--- src/rtl/uart_tx_arbiter.sv ---
// uart_tx_arbiter: round-robin sharing of one uart_tx among NUM_REQ byte producers, one byte per grant.
// Optional transfer watchdog is compiled in with `define UART_ARB_WATCHDOG_EN.
module uart_tx_arbiter #(
  parameter int NUM_REQ     = 4,
  parameter int GAP_CYCLES  = 2,
  parameter int WDOG_CYCLES = 64,
  localparam int IDW        = $clog2(NUM_REQ)
) (
  input  logic                 clk,
  input  logic                 reset,
  input  logic [NUM_REQ-1:0]   req_valid,
  input  logic [8*NUM_REQ-1:0] req_data,
  output logic [NUM_REQ-1:0]   req_ready,
  output logic                 tx_send,
  output logic [7:0]           tx_data,
  input  logic                 tx_busy,
  output logic [IDW-1:0]       grant_id,
  output logic                 active,
  output logic                 err
);

  localparam int GW       = (GAP_CYCLES > 1) ? $clog2(GAP_CYCLES) : 1;
  localparam int GAP_LAST = (GAP_CYCLES > 0) ? GAP_CYCLES - 1 : 0;
  localparam logic [NUM_REQ-1:0] ONE_HOT0 = NUM_REQ'(1);

  typedef enum logic [1:0] {IDLE, SEND, WAIT_DONE, GAP} state_t;
  localparam state_t AFTER_XFER = (GAP_CYCLES == 0) ? IDLE : GAP;

  if (NUM_REQ < 2 || NUM_REQ > 8 || GAP_CYCLES < 0 || WDOG_CYCLES < 2) begin : g_bad_params
    $error("uart_tx_arbiter: parameter out of range");
  end

  state_t             state;
  logic [NUM_REQ-1:0] valid_q;
  logic [NUM_REQ-1:0] eligible;
  logic [IDW-1:0]     ptr;
  logic [IDW-1:0]     winner;
  logic [IDW-1:0]     idx;
  logic               found;
  logic [GW-1:0]      gap_cnt;
  logic [7:0]         bytes [NUM_REQ];
  logic               wdog_hit;

  for (genvar i = 0; i < NUM_REQ; i++) begin : g_bytes
    assign bytes[i] = req_data[8*i +: 8];
  end

  // A request must be seen on two consecutive edges, so a byte dropped in the meantime is never granted.
  assign eligible = valid_q & req_valid;
  assign active   = (state != IDLE);

  always_comb begin
    found  = 1'b0;
    winner = ptr;
    idx    = '0;
    for (int k = 1; k <= NUM_REQ; k++) begin
      idx = IDW'((int'(ptr) + k) % NUM_REQ);
      if (!found && eligible[idx]) begin
        found  = 1'b1;
        winner = idx;
      end
    end
  end

`ifdef UART_ARB_WATCHDOG_EN
  localparam int WW = $clog2(WDOG_CYCLES);
  logic [WW-1:0] wcnt;
  logic          in_xfer;

  assign in_xfer  = (state == SEND) || (state == WAIT_DONE);
  assign wdog_hit = in_xfer && (wcnt == WW'(WDOG_CYCLES - 1));

  // Counter restarts whenever the FSM enters SEND or WAIT_DONE.
  always_ff @(posedge clk or posedge reset) begin
    if (reset)
      wcnt <= '0;
    else if (!wdog_hit && ((state == SEND && !tx_busy) || (state == WAIT_DONE && tx_busy)))
      wcnt <= wcnt + 1'b1;
    else
      wcnt <= '0;
  end
`else
  assign wdog_hit = 1'b0;
`endif

  always_ff @(posedge clk or posedge reset) begin
    if (reset) begin
      state     <= IDLE;
      valid_q   <= '0;
      ptr       <= IDW'(NUM_REQ - 1);
      req_ready <= '0;
      tx_send   <= 1'b0;
      tx_data   <= '0;
      grant_id  <= '0;
      gap_cnt   <= '0;
      err       <= 1'b0;
    end else begin
      valid_q   <= req_valid;
      req_ready <= '0;
      err       <= 1'b0;
      unique case (state)
        IDLE: begin
          if (found && !tx_busy) begin
            tx_data   <= bytes[winner];
            grant_id  <= winner;
            ptr       <= winner;
            req_ready <= ONE_HOT0 << winner;
            tx_send   <= 1'b1;
            state     <= SEND;
          end
        end
        SEND: begin
          if (tx_busy) begin
            tx_send <= 1'b0;
            state   <= WAIT_DONE;
          end else if (wdog_hit) begin
            tx_send <= 1'b0;
            err     <= 1'b1;
            gap_cnt <= '0;
            state   <= AFTER_XFER;
          end
        end
        WAIT_DONE: begin
          if (!tx_busy) begin
            gap_cnt <= '0;
            state   <= AFTER_XFER;
          end else if (wdog_hit) begin
            err     <= 1'b1;
            gap_cnt <= '0;
            state   <= AFTER_XFER;
          end
        end
        GAP: begin
          if (gap_cnt == GW'(GAP_LAST))
            state <= IDLE;
          else
            gap_cnt <= gap_cnt + 1'b1;
        end
      endcase
    end
  end

endmodule
--- config.mk ---
export PLATFORM = sky130hd
export DESIGN_NAME = uart_tx_arbiter
export DESIGN_NICKNAME = d
export VERILOG_FILES = /design/src/rtl/uart_tx_arbiter.sv
export SDC_FILE = /design/constraint.sdc
export NUM_CORES = 1
export LEC_CHECK = 0
export ABC_AREA = 0
export CAP_MARGIN = 20
export CORE_UTILIZATION = 37
export CTS_CLUSTER_DIAMETER = 80
export DETAILED_ROUTE_END_ITERATION = 12
export PLACE_DENSITY = 0.74
export SYNTH_ARGS = -nofsm -noshare
export SYNTH_HDL_FRONTEND = slang
export SYNTH_SLANG_ARGS = --single-unit
--- constraint.sdc ---
create_clock -name clk -period 1.7 [get_ports clk]
set_input_delay 0.34 -clock clk [delete_from_list [all_inputs] [get_ports clk]]
set_output_delay 0.34 -clock clk [all_outputs]
set_load 0.005 [all_outputs]
==> impl_metrics.csv, run 1 <==
group,metric,value,unit
status,status,"finished, violations left",
status,violations,"setup timing",
detailed_routing,via_per_inst,5.18,
critical_path,crit_cells,6,
detailed_routing,dr.first_iter.drc_count,52,
cts,cts_hold_buf,0,
yosys,synth_edf_count,0,
detailed_routing,wl_met1,1.35,mm
floorplanning,start_util,40.0,%
yosys,synth_top_family_by_area,"multiplexers",
sta,min_period_over_period,101,%
floorplanning,io_pins,56,
cts,worst_skew_pair.late_latency,330,ps
place,hpwl,2.43,mm
sta,hold_violations,0,
sta,rsz0062_at_grt,"true",
place,portBuffers,54,
detailed_routing,topRoutingLayerUsed,"met4",
final_layout,area_delta_synth_final,69.3,%
sta,finalMaxSlewViolations,0,
sta,fin_skew,12.7,ps
sta,max_freq,582,MHz
yosys,yosys-top-cells-area,"dfrtp_1, mux2i_1, o221ai_1, nand2_1, dfstp_2",
yosys,synth_common_cells,"dfrtp_1, nand2_1, mux2i_1, o221ai_1",
critical_path,slowest_stage,"dfstp_2",
sta,setup_viol,1,
yosys,synthSimpleGateAreaFrac,13.0,%
critical_path,reg2reg_to,"tx_data[4]",
critical_path,critPathCaptureType,"flop",
yosys,synthFlopType,"dfrtp_1",
yosys,synth_area,1250,um2
yosys,synth_cells,115,
critical_path,cp.required,1890,ps
final_layout,utilization,67.8,%
yosys,synth-xor-area-share,0,%
yosys,seq_area_frac_synth,48.2,%
cts,cts_root_buffer,"clkbuf_4",
critical_path,arrival,1910,ps
yosys,postSynthAreaPerCell,10.9,um2
detailed_routing,drtPass1Iterations,4,
yosys,yosysWarningCount,0,
critical_path,cpPeakStageDelay,560,ps
final_layout,nets,233,
floorplanning,die-area,3620,um2
yosys,ys_ff_latch,24,
yosys,yosysTopAreaCellShare,44.0,%
final_layout,drive_above_1_share,25.4,%
cts,cts_sinks,24,
critical_path,critPathCapture,"tx_data[4]",
floorplanning,core_area,3130,um2
power,powerDensity,1390,nW/um2
global_routing,antenna_found_initial,0,
sta,period_needed,1720,ps
critical_path,crit_chain,"nor2b_1 -> a311o_1 -> nand3_4 -> buf_12 -> mux2i_1 -> o221ai_1",
yosys,ys_types,31,
global_routing,grt_usage,18.9,%
place,place.gp.congestion,0.763,
critical_path,crit_family,"flip-flops",
yosys,synth.largest_area_cell,"dfrtp_1",
global_routing,gr-total-overflow,0,
cts,cts.htree.levels,1,
global_routing,grt_max_degree,17,
detailed_routing,wl_met2,1.81,mm
sta,final.setup.tns,-16.8,ps
global_routing,grt_pass1_vias,1191,
cts,cts_tree,"yes",
critical_path,reg2reg_from,"ptr[1]",
floorplanning,die_w,60.2,um
critical_path,cp-start-kind,"flop",
yosys,synthesis.nets,158,
critical_path,crit_path_start,"ptr[1]",
critical_path,critPathKind,"flop to flop",
critical_path,crit_buf_inv,1,
power,max-vdd-ir-drop,619,uV
detailed_routing,num_vias,1206,
yosys,synth-adder-area-share,4.00,%
sta,worst_slack,-16.8,ps
detailed_routing,ant_nets,0,
critical_path,r2r_slack,-20,ps
critical_path,r2r_cells,6,
cts,cts_made_buffers,3,
yosys,synth_compound_area_share,13.5,%
detailed_routing,wirelength,3.45,mm
yosys,async_flop_share,100,%
cts,clkTransAtPathRegs,130,ps
worst_hold_path,worst_hold_path_type,"input pin to flop",
yosys,muxShareOfSynthArea,15.5,%
worst_hold_path,hold_start,"req_valid[1]",
cts,clockBufferDepth,2,
critical_path,worstPathMaxFanout,8,
detailed_routing,routedWlPerCell,14.8,um
yosys,yosysMostFrequentCell,"dfrtp_1",
floorplanning,placementRows,20,
flow_run,max_cap_viol_count,0,
detailed_routing,wl_met3,232,um
power,p_leak,0.965,nW
detailed_routing,drc_errors,0,
final_layout,antenna_cells,0,
global_routing,grt_pass1_wl,5.10,mm
floorplanning,die_h,60.2,um
==> metal layers <==
metal | vias up | GRT usage (%)
met5 | - | 0
met4 | 0 | 6.64
met3 | 12 | 5.19
met2 | 59 | 35.3
met1 | 581 | 20.0
li1 | 554 | -
==> per-stage QoR <==
stage | hold WS [ps] | std cells | setup slack (ps) | instance area, um2 | total power, mW
after global routing | 182 | 233 | -70.2 | 2120 | 3.13
final | 182 | 233 | -16.8 | 2120 | 2.95
after global placement | 470 | 220 | -316 | 1920 | 2.21
after floorplan | 353 | 115 | 116 | 1250 | 1.66
after detailed placement | 464 | 220 | -388 | 1920 | 2.28
after CTS | 285 | 228 | -7.00 | 2010 | 2.68
==> cell type report <==
type,count,area [um2]
well taps,44,55.1
inverters,6,22.5
flip-flops and latches,24,603
clock buffers,4,36.3
fillers,258,1010
multi-input cells,79,642
repair buffers,76,762
==> cells in the final DEF, fill, tap and decap left out, types with 4 or more instances in the layout <==
cell type / count
a21oi_1: 4
buf_4: 17
o221ai_1: 5
dfrtp_1: 22
nand2_1: 18
mux2i_1: 12
nor2_1: 6
clkdlybuf4s50_1: 50
mux2i_2: 4
==> logic make-up after synthesis <==
| logic type | Yosys count |
|---|---|
| flip-flops | 24 |
| other | 1 |
| adder cells (fa/ha/maj) | 4 |
| buffers and inverters | 12 |
| AND/OR/NAND/NOR | 33 |
| AO/OA/AOI/OAI | 22 |
| multiplexers | 19 |
==> power by group <==
group / internal [mW] / switching, mW / total [mW]
Combinational: 1.04 / 0.690 / 1.73
Sequential: 0.782 / 0.124 / 0.906
Clock: 0.131 / 0.183 / 0.314
==> worst min path at each step <==
stage | cells past startpoint | end
3_3_place_gp | 2 | grant_id[1]
3_5_place_dp | 2 | grant_id[1]
6_report | 1 | valid_q[1]
5_1_grt | 1 | valid_q[1]
4_1_cts | 2 | grant_id[1]
2_1_floorplan | 1 | gap_cnt
==> registers in the layout, summed over array words and instances, names as in the netlist <==
| signal | flops |
|---|---|
| gap_cnt | 1 |
| grant_id | 2 |
| req_ready | 4 |
| tx_send | 1 |
| valid_q | 4 |
| ptr | 2 |
| tx_data | 8 |
| state | 2 |
==> what timing repair did <==
| item | in CTS | in global routing |
|---|---|---|
| setup buffers | 4 | 4 |
| setup endpoints to repair | 5 | 10 |
| pin swaps | 1 | 9 |
| resized for setup | 4 | 20 |
| gates cloned | 0 | 1 |
(Power assumes the default switching activity.)
==> run 2, diff against run 1 <==
--- a/config.mk
+++ b/config.mk
@@ -10,6 +10,7 @@
 export CORE_UTILIZATION = 37
 export CTS_CLUSTER_DIAMETER = 80
 export DETAILED_ROUTE_END_ITERATION = 12
+export MAX_ROUTING_LAYER = met4
 export PLACE_DENSITY = 0.74
 export SYNTH_ARGS = -nofsm -noshare
 export SYNTH_HDL_FRONTEND = slang
==> run 2 against run 1 <==
Final cell count stayed put. Worst setup slack better by 1.6 ps. Combinational power hardly changed. The run still ends with setup timing left. Via count is 1.4% lower. First-iteration DRC count is 27% lower. Clock power hardly changed. Non-clock buffer count stayed put. Clock skew is 2.0 ps lower. Utilization stayed put. Routed wire length hardly changed. Cell area stayed put.
==> impl_metrics.csv, run 2 (synthesis gave the netlist of run 1 again) <==
group,metric,value,unit
detailed_routing,drc_errors,0,
sta,max_freq,583,MHz
place,hpwl,2.43,mm
cts,cts_root_buffer,"clkbuf_4",
critical_path,crit_family,"flip-flops",
final_layout,top_regs,"tx_data (8), req_ready (4), valid_q (4)",
cts,cts_hold_buf,0,
floorplanning,die_h,60.2,um
sta,hold_ws,181,ps
floorplanning,die-area,3620,um2
floorplanning,core_area,3130,um2
sta,min_period_over_period,101,%
detailed_routing,num_vias,1189,
floorplanning,io_pins,56,
critical_path,r2r_slack,-20,ps
worst_hold_path,worst_hold_path_type,"input pin to flop",
critical_path,critPathKind,"flop to flop",
sta,period_needed,1720,ps
critical_path,cpPeakStageDelay,560,ps
critical_path,worstPathMaxFanout,8,
detailed_routing,via_per_inst,5.10,
power,p_leak,0.965,nW
cts,cts_tree,"yes",
final_layout,nets,233,
global_routing,grt_pass1_wl,5.11,mm
final_layout,drive_above_1_share,25.4,%
critical_path,r2r_cells,6,
detailed_routing,routedWlPerCell,14.8,um
critical_path,arrival,1910,ps
final_layout,finalNonFillerCells,233,
detailed_routing,wirelength,3.45,mm
worst_hold_path,whs_path_depth,1,
place,place.gp.congestion,0.773,
detailed_routing,ant_nets,0,
critical_path,reg2reg_from,"ptr[1]",
final_layout,top_register,"tx_data",
cts,worst_skew_pair.late_latency,330,ps
sta,fin_skew,10.7,ps
global_routing,grt_usage,19.5,%
final_layout,final_cell_mix,"clkdlybuf4s50_1, dfrtp_1, nand2_1",
place,place_area,1920,um2
detailed_routing,drtPass1Iterations,4,
critical_path,crit_chain,"nor2b_1 -> a311o_1 -> nand3_4 -> buf_12 -> mux2i_1 -> o221ai_1",
floorplanning,placementRows,20,
worst_hold_path,hold_end,"valid_q[1]",
global_routing,grt_max_degree,17,
sta,hold_violations,0,
cts,clkTransAtPathRegs,130,ps
global_routing,grt_pass1_vias,1189,
critical_path,reg2reg_to,"tx_data[4]",
sta,final.setup.tns,-15.2,ps
sta,setup_viol,1,
global_routing,gr-total-overflow,0,
power,max-vdd-ir-drop,621,uV
floorplanning,die_w,60.2,um
cts,cts.htree.levels,1,
cts,cts_made_buffers,3,
critical_path,critPathCaptureType,"flop",
final_layout,largest_reg_flops,8,
sta,rsz0062_at_grt,"true",
sta,finalMaxSlewViolations,0,
floorplanning,start_util,40.0,%
worst_hold_path,hold_start,"req_valid[1]",
final_layout,final_area,2120,um2
critical_path,cp-start-kind,"flop",
global_routing,antenna_found_initial,0,
place,portBuffers,54,
cts,cts_sinks,24,
final_layout,area_delta_synth_final,69.3,%
power,finalPower,2.95,mW
final_layout,utilization,67.8,%
cts,clockBufferDepth,2,
final_layout,final_common_cell,"clkdlybuf4s50_1",
status,status,"finished, violations left",
status,violations,"setup timing",
place,pre_cts_slack,-388,ps
power,powerDensity,1390,nW/um2
flow_run,max_cap_viol_count,0,
sta,worst_slack,-15.2,ps
critical_path,slowest_stage,"dfstp_2",
critical_path,cp.required,1890,ps
critical_path,crit_buf_inv,1,
detailed_routing,dr.first_iter.drc_count,38,
place,dp_cells,220,
final_layout,antenna_cells,0,
==> run 2: cell counts in the layout (fill, tap and decap cells not counted) <==
Identical to the previous run, type by type.
==> run 2: how the worst max path moves through the flow <==
stage	from	end	slack, ps	depth (start not counted)
6_report	ptr[1]	tx_data[4]	-20	6
5_1_grt	ptr[1]	tx_data[0]	-70	6
4_1_cts	ptr[1]	tx_data[4]	-7	6
3_5_place_dp	req_valid[3]	state[1]	-390	6
3_3_place_gp	req_valid[3]	state[1]	-320	6
2_1_floorplan	ptr[1]	tx_data[3]	120	6
==> run 2: power breakdown <==
part / internal, mW / switching, mW / leakage, nW
combinational: 1.04 / 0.694 / 0.647
sequential: 0.782 / 0.125 / 0.297
clock: 0.131 / 0.181 / 0.0210
total: 1.95 / 1.00 / 0.965
==> run 2: worst reg2reg max path, cell delays in order, from the launching register on <==
cell,delay [ps]
dfstp_2,560
nor2b_1,40
a311o_1,310
nand3_4,140
buf_12,150
mux2i_1,220
o221ai_1,160
==> run 2: timing repair <==
action	CTS	global route
pin swaps	1	8
setup endpoints to repair	5	10
resized for setup	4	20
setup buffers	4	4
gates cloned	0	1
endpoints found under the hold margin	0	0
==> run 2: area by class of cell <==
class | instances | area, um2
clock buffer | 4 | 36.3
inverter | 6 | 22.5
fill | 258 | 1010
multi-input combinational | 79 | 642
sequential | 24 | 603
timing repair buffer | 76 | 762
tap | 44 | 55.1
==> run 2: metal layers <==
| layer | wire length, um | global-route usage [%] | vias up |
|---|---|---|---|
| li1 | - | - | 551 |
| met1 | 1380 | 20.4 | 573 |
| met2 | 1820 | 35.2 | 59 |
| met3 | 217 | 4.98 | 6 |
| met4 | 38 | 6.64 | 0 |
| met5 | 0 | - | - |
==> variant 1, RTL diff (flow settings as in run 2) <==
The parameter `GAP_CYCLES` goes from 2 to 8.
--- a/src/rtl/uart_tx_arbiter.sv
+++ b/src/rtl/uart_tx_arbiter.sv
@@ -2,7 +2,7 @@
 // Optional transfer watchdog is compiled in with `define UART_ARB_WATCHDOG_EN.
 module uart_tx_arbiter #(
   parameter int NUM_REQ     = 4,
-  parameter int GAP_CYCLES  = 2,
+  parameter int GAP_CYCLES  = 8,
   parameter int WDOG_CYCLES = 64,
   localparam int IDW        = $clog2(NUM_REQ)
 ) (
Function: same outputs for any inputs over 4 cycles, from zero or initial values and one cycle with reset high; that may be too few to reach the edited logic, so the function may still have changed.
==> variant 1 against run 2 <==
The run still ends with negative setup slack left; design area rose by 6.1%; critical endpoint is now tx_data[2]$_DFFE_PP0P_; clock skew fell by 0.0089 ns; routed wire length rose by 4.9%; die area rose by 14%; largest cell class is now multi-input gates; total power rose by 8.2%; area after synthesis rose by 14%; via count rose by 7.5%; fmax fell by 0.82%; worst hold slack improved by 0.060 ns; global-route usage fell by 1.1 points; first-iteration DRC count rose by 150%; sequential cell count rose by 2; setup slack got worse by 0.014 ns.
==> variant 1: results (changes against run 2) <==
stage,metric,value,unit,change
outcome,status,"finished, violations left",,unchanged
outcome,violated checks,negative setup slack,,unchanged
setup_path,reg2reg end,tx_data[2]$_DFFE_PP0P_,,was tx_data[4]$_DFFE_PP0P_
setup_path,CP max FO,10,,was 8
layout,clkbuf count,3,,was 4
power,Leak,1.00,nW,was 0.965 nW
setup_path,worst r2r src,ptr[0]$_DFFE_PP1P_,,was ptr[1]$_DFFE_PP1P_
power,combinational power share,53.0,%,was 58.7%
clocking,Root Driver,clkbuf_8,,was clkbuf_4
layout,buffering overhead,29.9,%,was 35.9%
clocking,clk_lat worst skew,0.27,ns,was 0.33 ns
layout,Multi-In Gates,96,,was 79
layout,fraction of area in multi-input gates,34.2,%,was 30.3%
yosys,"top cells by count, synth","24 x dfrtp_1, 20 x nand2_1, 17 x mux2i_1",,"was 22 x dfrtp_1, 18 x nand2_1, 16 x mux2i_1"
layout,Seq/total area,29.0,%,was 28.4%
yosys,Post-Syn Nets,180,,was 158
yosys,Yosys reg bits,26,,was 24
sta,Final WS setup,-0.0294,ns,was -0.0152 ns
power,peak supply drop,0.659,mV,was 0.621 mV
layout,share of cells above drive strength 1,21.9,%,was 25.4%
detailed_routing,routed vias/inst,5.13,,was 5.10
placement,placed cell area,0.00208,mm2,was 0.00192 mm2
sta,Final Skew,0.00181,ns,was 0.0107 ns
layout,Final nets,247,,was 233
sta,Setup-failing EPs final,7,,was 1
yosys,Synth area leaders,"dfrtp_1 42%, mux2i_1 12%, ha_1 5.2%",,"was dfrtp_1 44%, mux2i_1 13%, o221ai_1 5.6%"
layout,Clock-cell share,3.17,%,was 1.71%
power,Net Sw Power,1.07,mW,was 1.00 mW
detailed_routing,Post-Route WL,3620,um,was 3450 um
placement,Placed Cells,241,,was 220
clocking,clk slew on worst S/H paths,0.09,ns,was 0.13 ns
sta,final hold slack,0.241,ns,was 0.181 ns
power,part of the power in registers,30.9,%,was 30.7%
yosys,synth unique cells,37,,was 31
yosys,register area share after synthesis,45.7,%,was 48.2%
layout,fill cell count,323,,was 258
grt,first-pass GRT wire length,5630,um,was 5110 um
detailed_routing,DRT iter0 DRCs,94,,was 38
placement,routability cong.,0.759,,was 0.773
floorplan,row cnt,22,,was 20
==> variant 1: changes by cell type in the layout (fill, tap and decap cells not counted), moves of 2 or more <==
cell,delta
buf_4,-5
clkbuf_4,-3
clkbuf_8,+2
dfrtp_1,+2
ha_1,+2
inv_1,+2
inv_2,-2
nand2_2,+3
o21ai_0,+3
==> variant 1: worst min path at each step <==
stage,start,endpoint,depth (start not counted)
after floorplan,req_valid[0],valid_q[0]$_DFF_PP0_,0
after global placement,tx_data[2]$_DFFE_PP0P_,tx_data[2]$_DFFE_PP0P_,2
after detailed placement,tx_data[1]$_DFFE_PP0P_,tx_data[1]$_DFFE_PP0P_,2
after CTS,reset,grant_id[0]$_DFFE_PP0P_,3
after global routing,req_valid[2],valid_q[2]$_DFF_PP0_,1
final,req_valid[2],valid_q[2]$_DFF_PP0_,1
==> variant 1: logic make-up after synthesis <==
logic type / Yosys count / synth area share, %
simple gates: 43 / 14.5
buf+inv: 13 / 4.90
other cells: 1 / 0.262
fa+ha+maj: 6 / 5.25
mux: 21 / 15.8
compound gates: 25 / 13.6
flops: 26 / 45.7
==> variant 1: repair_timing <==
item,4_1_cts,5_1_grt
resized for setup,5,16
pin swaps,0,2
gates cloned,0,1
buffers inserted,2,1
hold endpoints to repair,0,0
endpoints found under the setup margin,4,10
==> variant 1: per-layer routing <==
layer,wire length [um],vias to the layer above,share of wire [%],track usage (%)
met2,1790,55,49,30.6
met4,63,0,1.7,5.83
met1,1550,602,43,21.6
met5,0,-,0,-
met3,219,6,6.0,5.18
li1,-,615,-,-
==> variant 1: through the flow <==
stage | setup TNS, ns | power, mW
2_1_floorplan | 0 | 1.89
3_3_place_gp | -2.88 | 2.45
3_5_place_dp | -3.99 | 2.51
4_1_cts | 0 | 3.09
5_1_grt | -0.768 | 3.42
6_report | -0.131 | 3.19
==> variant 2, RTL diff (config.mk and constraints of run 2) <==
Without the edit above. Re-encode `state_t` (4 states) as Gray code, 2 bits wide.
--- a/src/rtl/uart_tx_arbiter.sv
+++ b/src/rtl/uart_tx_arbiter.sv
@@ -23,7 +23,7 @@
   localparam int GAP_LAST = (GAP_CYCLES > 0) ? GAP_CYCLES - 1 : 0;
   localparam logic [NUM_REQ-1:0] ONE_HOT0 = NUM_REQ'(1);
 
-  typedef enum logic [1:0] {IDLE, SEND, WAIT_DONE, GAP} state_t;
+  typedef enum logic [1:0] {IDLE = 2'b00, SEND = 2'b01, WAIT_DONE = 2'b11, GAP = 2'b10} state_t;
   localparam state_t AFTER_XFER = (GAP_CYCLES == 0) ? IDLE : GAP;
 
   if (NUM_REQ < 2 || NUM_REQ > 8 || GAP_CYCLES < 0 || WDOG_CYCLES < 2) begin : g_bad_params
Behaviour: same outputs for any inputs over 4 cycles, from zero or initial values and one cycle with reset high; so few cycles prove little.
==> variant 2 against run 2 <==
Cell count down 4.7%; sequential cell count unchanged; sequential share of layout area grew 2.0 points; area after synthesis is 6.8% lower; setup slack improved by 0.020 ns; synthesized cell count fell by 7.8%; fmax is 1.2% higher; design area decreased by 6.7%; total power fell by 8.3%; routed wire length fell by 9.1%.
==> variant 2: results (changes against run 2) <==
stage,metric,value,unit,change
detailed_routing,met1 wire length,1340,um,was 1380 um
min_path,Worst Hold End,valid_q[2]$_DFF_PP0_,,was valid_q[1]$_DFF_PP0_
detailed_routing,via count,1075,,was 1189
setup_path,Critical Path AT,1.89,ns,was 1.91 ns
detailed_routing,drt wl/cell,14.1,um,was 14.8 um
yosys,Synth area leaders,"dfrtp_1 47%, mux2i_1 14%, o221ai_1 6.0%",,"was dfrtp_1 44%, mux2i_1 13%, o221ai_1 5.6%"
detailed_routing,met3 routed WL,105,um,was 217 um
placement,Place WS,-0.434,ns,was -0.388 ns
grt,vias in the first global route,1104,,was 1189
grt,first-pass GRT wire length,5080,um,was 5110 um
placement,Placed Cells,209,,was 220
power,peak supply drop,0.690,mV,was 0.621 mV
detailed_routing,met2 WL,1630,um,was 1820 um
setup_path,Max stage delay on crit path,0.63,ns,was 0.56 ns
detailed_routing,DRT iter0 DRCs,36,,was 38
clocking,clk_lat worst skew,0.31,ns,was 0.33 ns
yosys,Post-Syn Nets,145,,was 158
layout,final cell count without fillers,222,,was 233
yosys,Mapped Avg Cell Area,11.0,um2,was 10.9 um2
sta,Final Skew,0.00882,ns,was 0.0107 ns
layout,fill cell count,244,,was 258
grt,GRT Util Overall,21.1,%,was 19.5%
placement,HPWL Detailed,2220,um,was 2430 um
yosys,register area share after synthesis,51.7,%,was 48.2%
outcome,status,"complete, no violations",,"was finished, violations left"
yosys,synth unique cells,27,,was 31
power,Leak,0.886,nW,was 0.965 nW
power,Net Sw Frac,31.9,%,was 33.9%
-- variant 2: changes by cell type after synthesis, moves of 2 or more --
cell / before / now
o21ai_0: 1 / 4
nor2_1: 6 / 4
ha_1: 4 / 0
buf_6: 1 / 3
buf_2: 2 / 0
-- variant 2: worst max path at each step --
stage | startpoint | endpoint | slack (ns)
floorplan | ptr[0]$_DFFE_PP1P_ | tx_data[3]$_DFFE_PP0P_ | 0.09
global placement | req_valid[2] | tx_data[0]$_DFFE_PP0P_ | -0.35
finish | ptr[1]$_DFFE_PP1P_ | tx_data[3]$_DFFE_PP0P_ | 0.005
global route | ptr[1]$_DFFE_PP1P_ | tx_data[7]$_DFFE_PP0P_ | -0.09
CTS | state[0]$_DFFE_PP0P_ | active | 0.002
detailed placement | req_valid[2] | tx_data[3]$_DFFE_PP0P_ | -0.43
-- variant 2: per-layer routing --
metal / global-route usage, % / up-vias
met4: 9.18 / 0
li1: - / 529
met3: 2.23 / 6
met1: 24.0 / 500
met2: 37.4 / 40
met5: - / -
-- variant 2: power by group through the flow --
stage          Clock, mW  Combinational (mW)  Sequential, mW
2_1_floorplan          0               0.577           0.931
5_1_grt            0.439                1.49           0.960
3_3_place_gp           0                1.09           0.944
4_1_cts            0.408                1.37           0.920
3_5_place_dp           0                1.13           0.951
6_report           0.403                1.37           0.933
-- variant 2: cell type report --
class                           instances  share of cell area (%)
Clock buffer                            3                    1.14
Inverter                                5                   0.948
Sequential cell                        24                    30.5
Multi-Input combinational cell         72                    27.6
Tap cell                               44                    2.78
Clock inverter                          1                    1.52
Timing Repair Buffer                   73                    35.5
-- variant 2: metrics by stage --
stage / utilization, % / instance area, um2
after CTS: 64.7 / 1960
after global routing: 65.4 / 1980
after detailed placement: 60.0 / 1820
final: 65.4 / 1980
after floorplan: - / 1170
after global placement: 60.0 / 1820
-- variant 2: kinds of logic after synthesis --
group | Yosys count | synth area share [%]
DFF | 24 | 51.7
other | 1 | 0.321
buffers and inverters | 10 | 5.47
and+or+nand+nor | 28 | 10.4
muxes | 18 | 15.6
AOI/OAI and AO/OA | 25 | 16.5
-- variant 2: worst reg2reg max path: cells and delay by family, from the launching register on --
family | cells | cell delay (ns)
buffers and inverters | 1 | 0.20
muxes | 1 | 0.22
AOI/OAI and AO/OA | 3 | 0.31
and+or+nand+nor | 1 | 0.21
DFF | 1 | 0.63
-- variant 2: timing repair --
| item | in CTS | in global routing |
|---|---|---|
| buffers inserted | 6 | 3 |
| cloned | 1 | 0 |
| pin swaps | 4 | 4 |
| endpoints found under the setup margin | 9 | 9 |
| gates resized for setup | 10 | 5 |
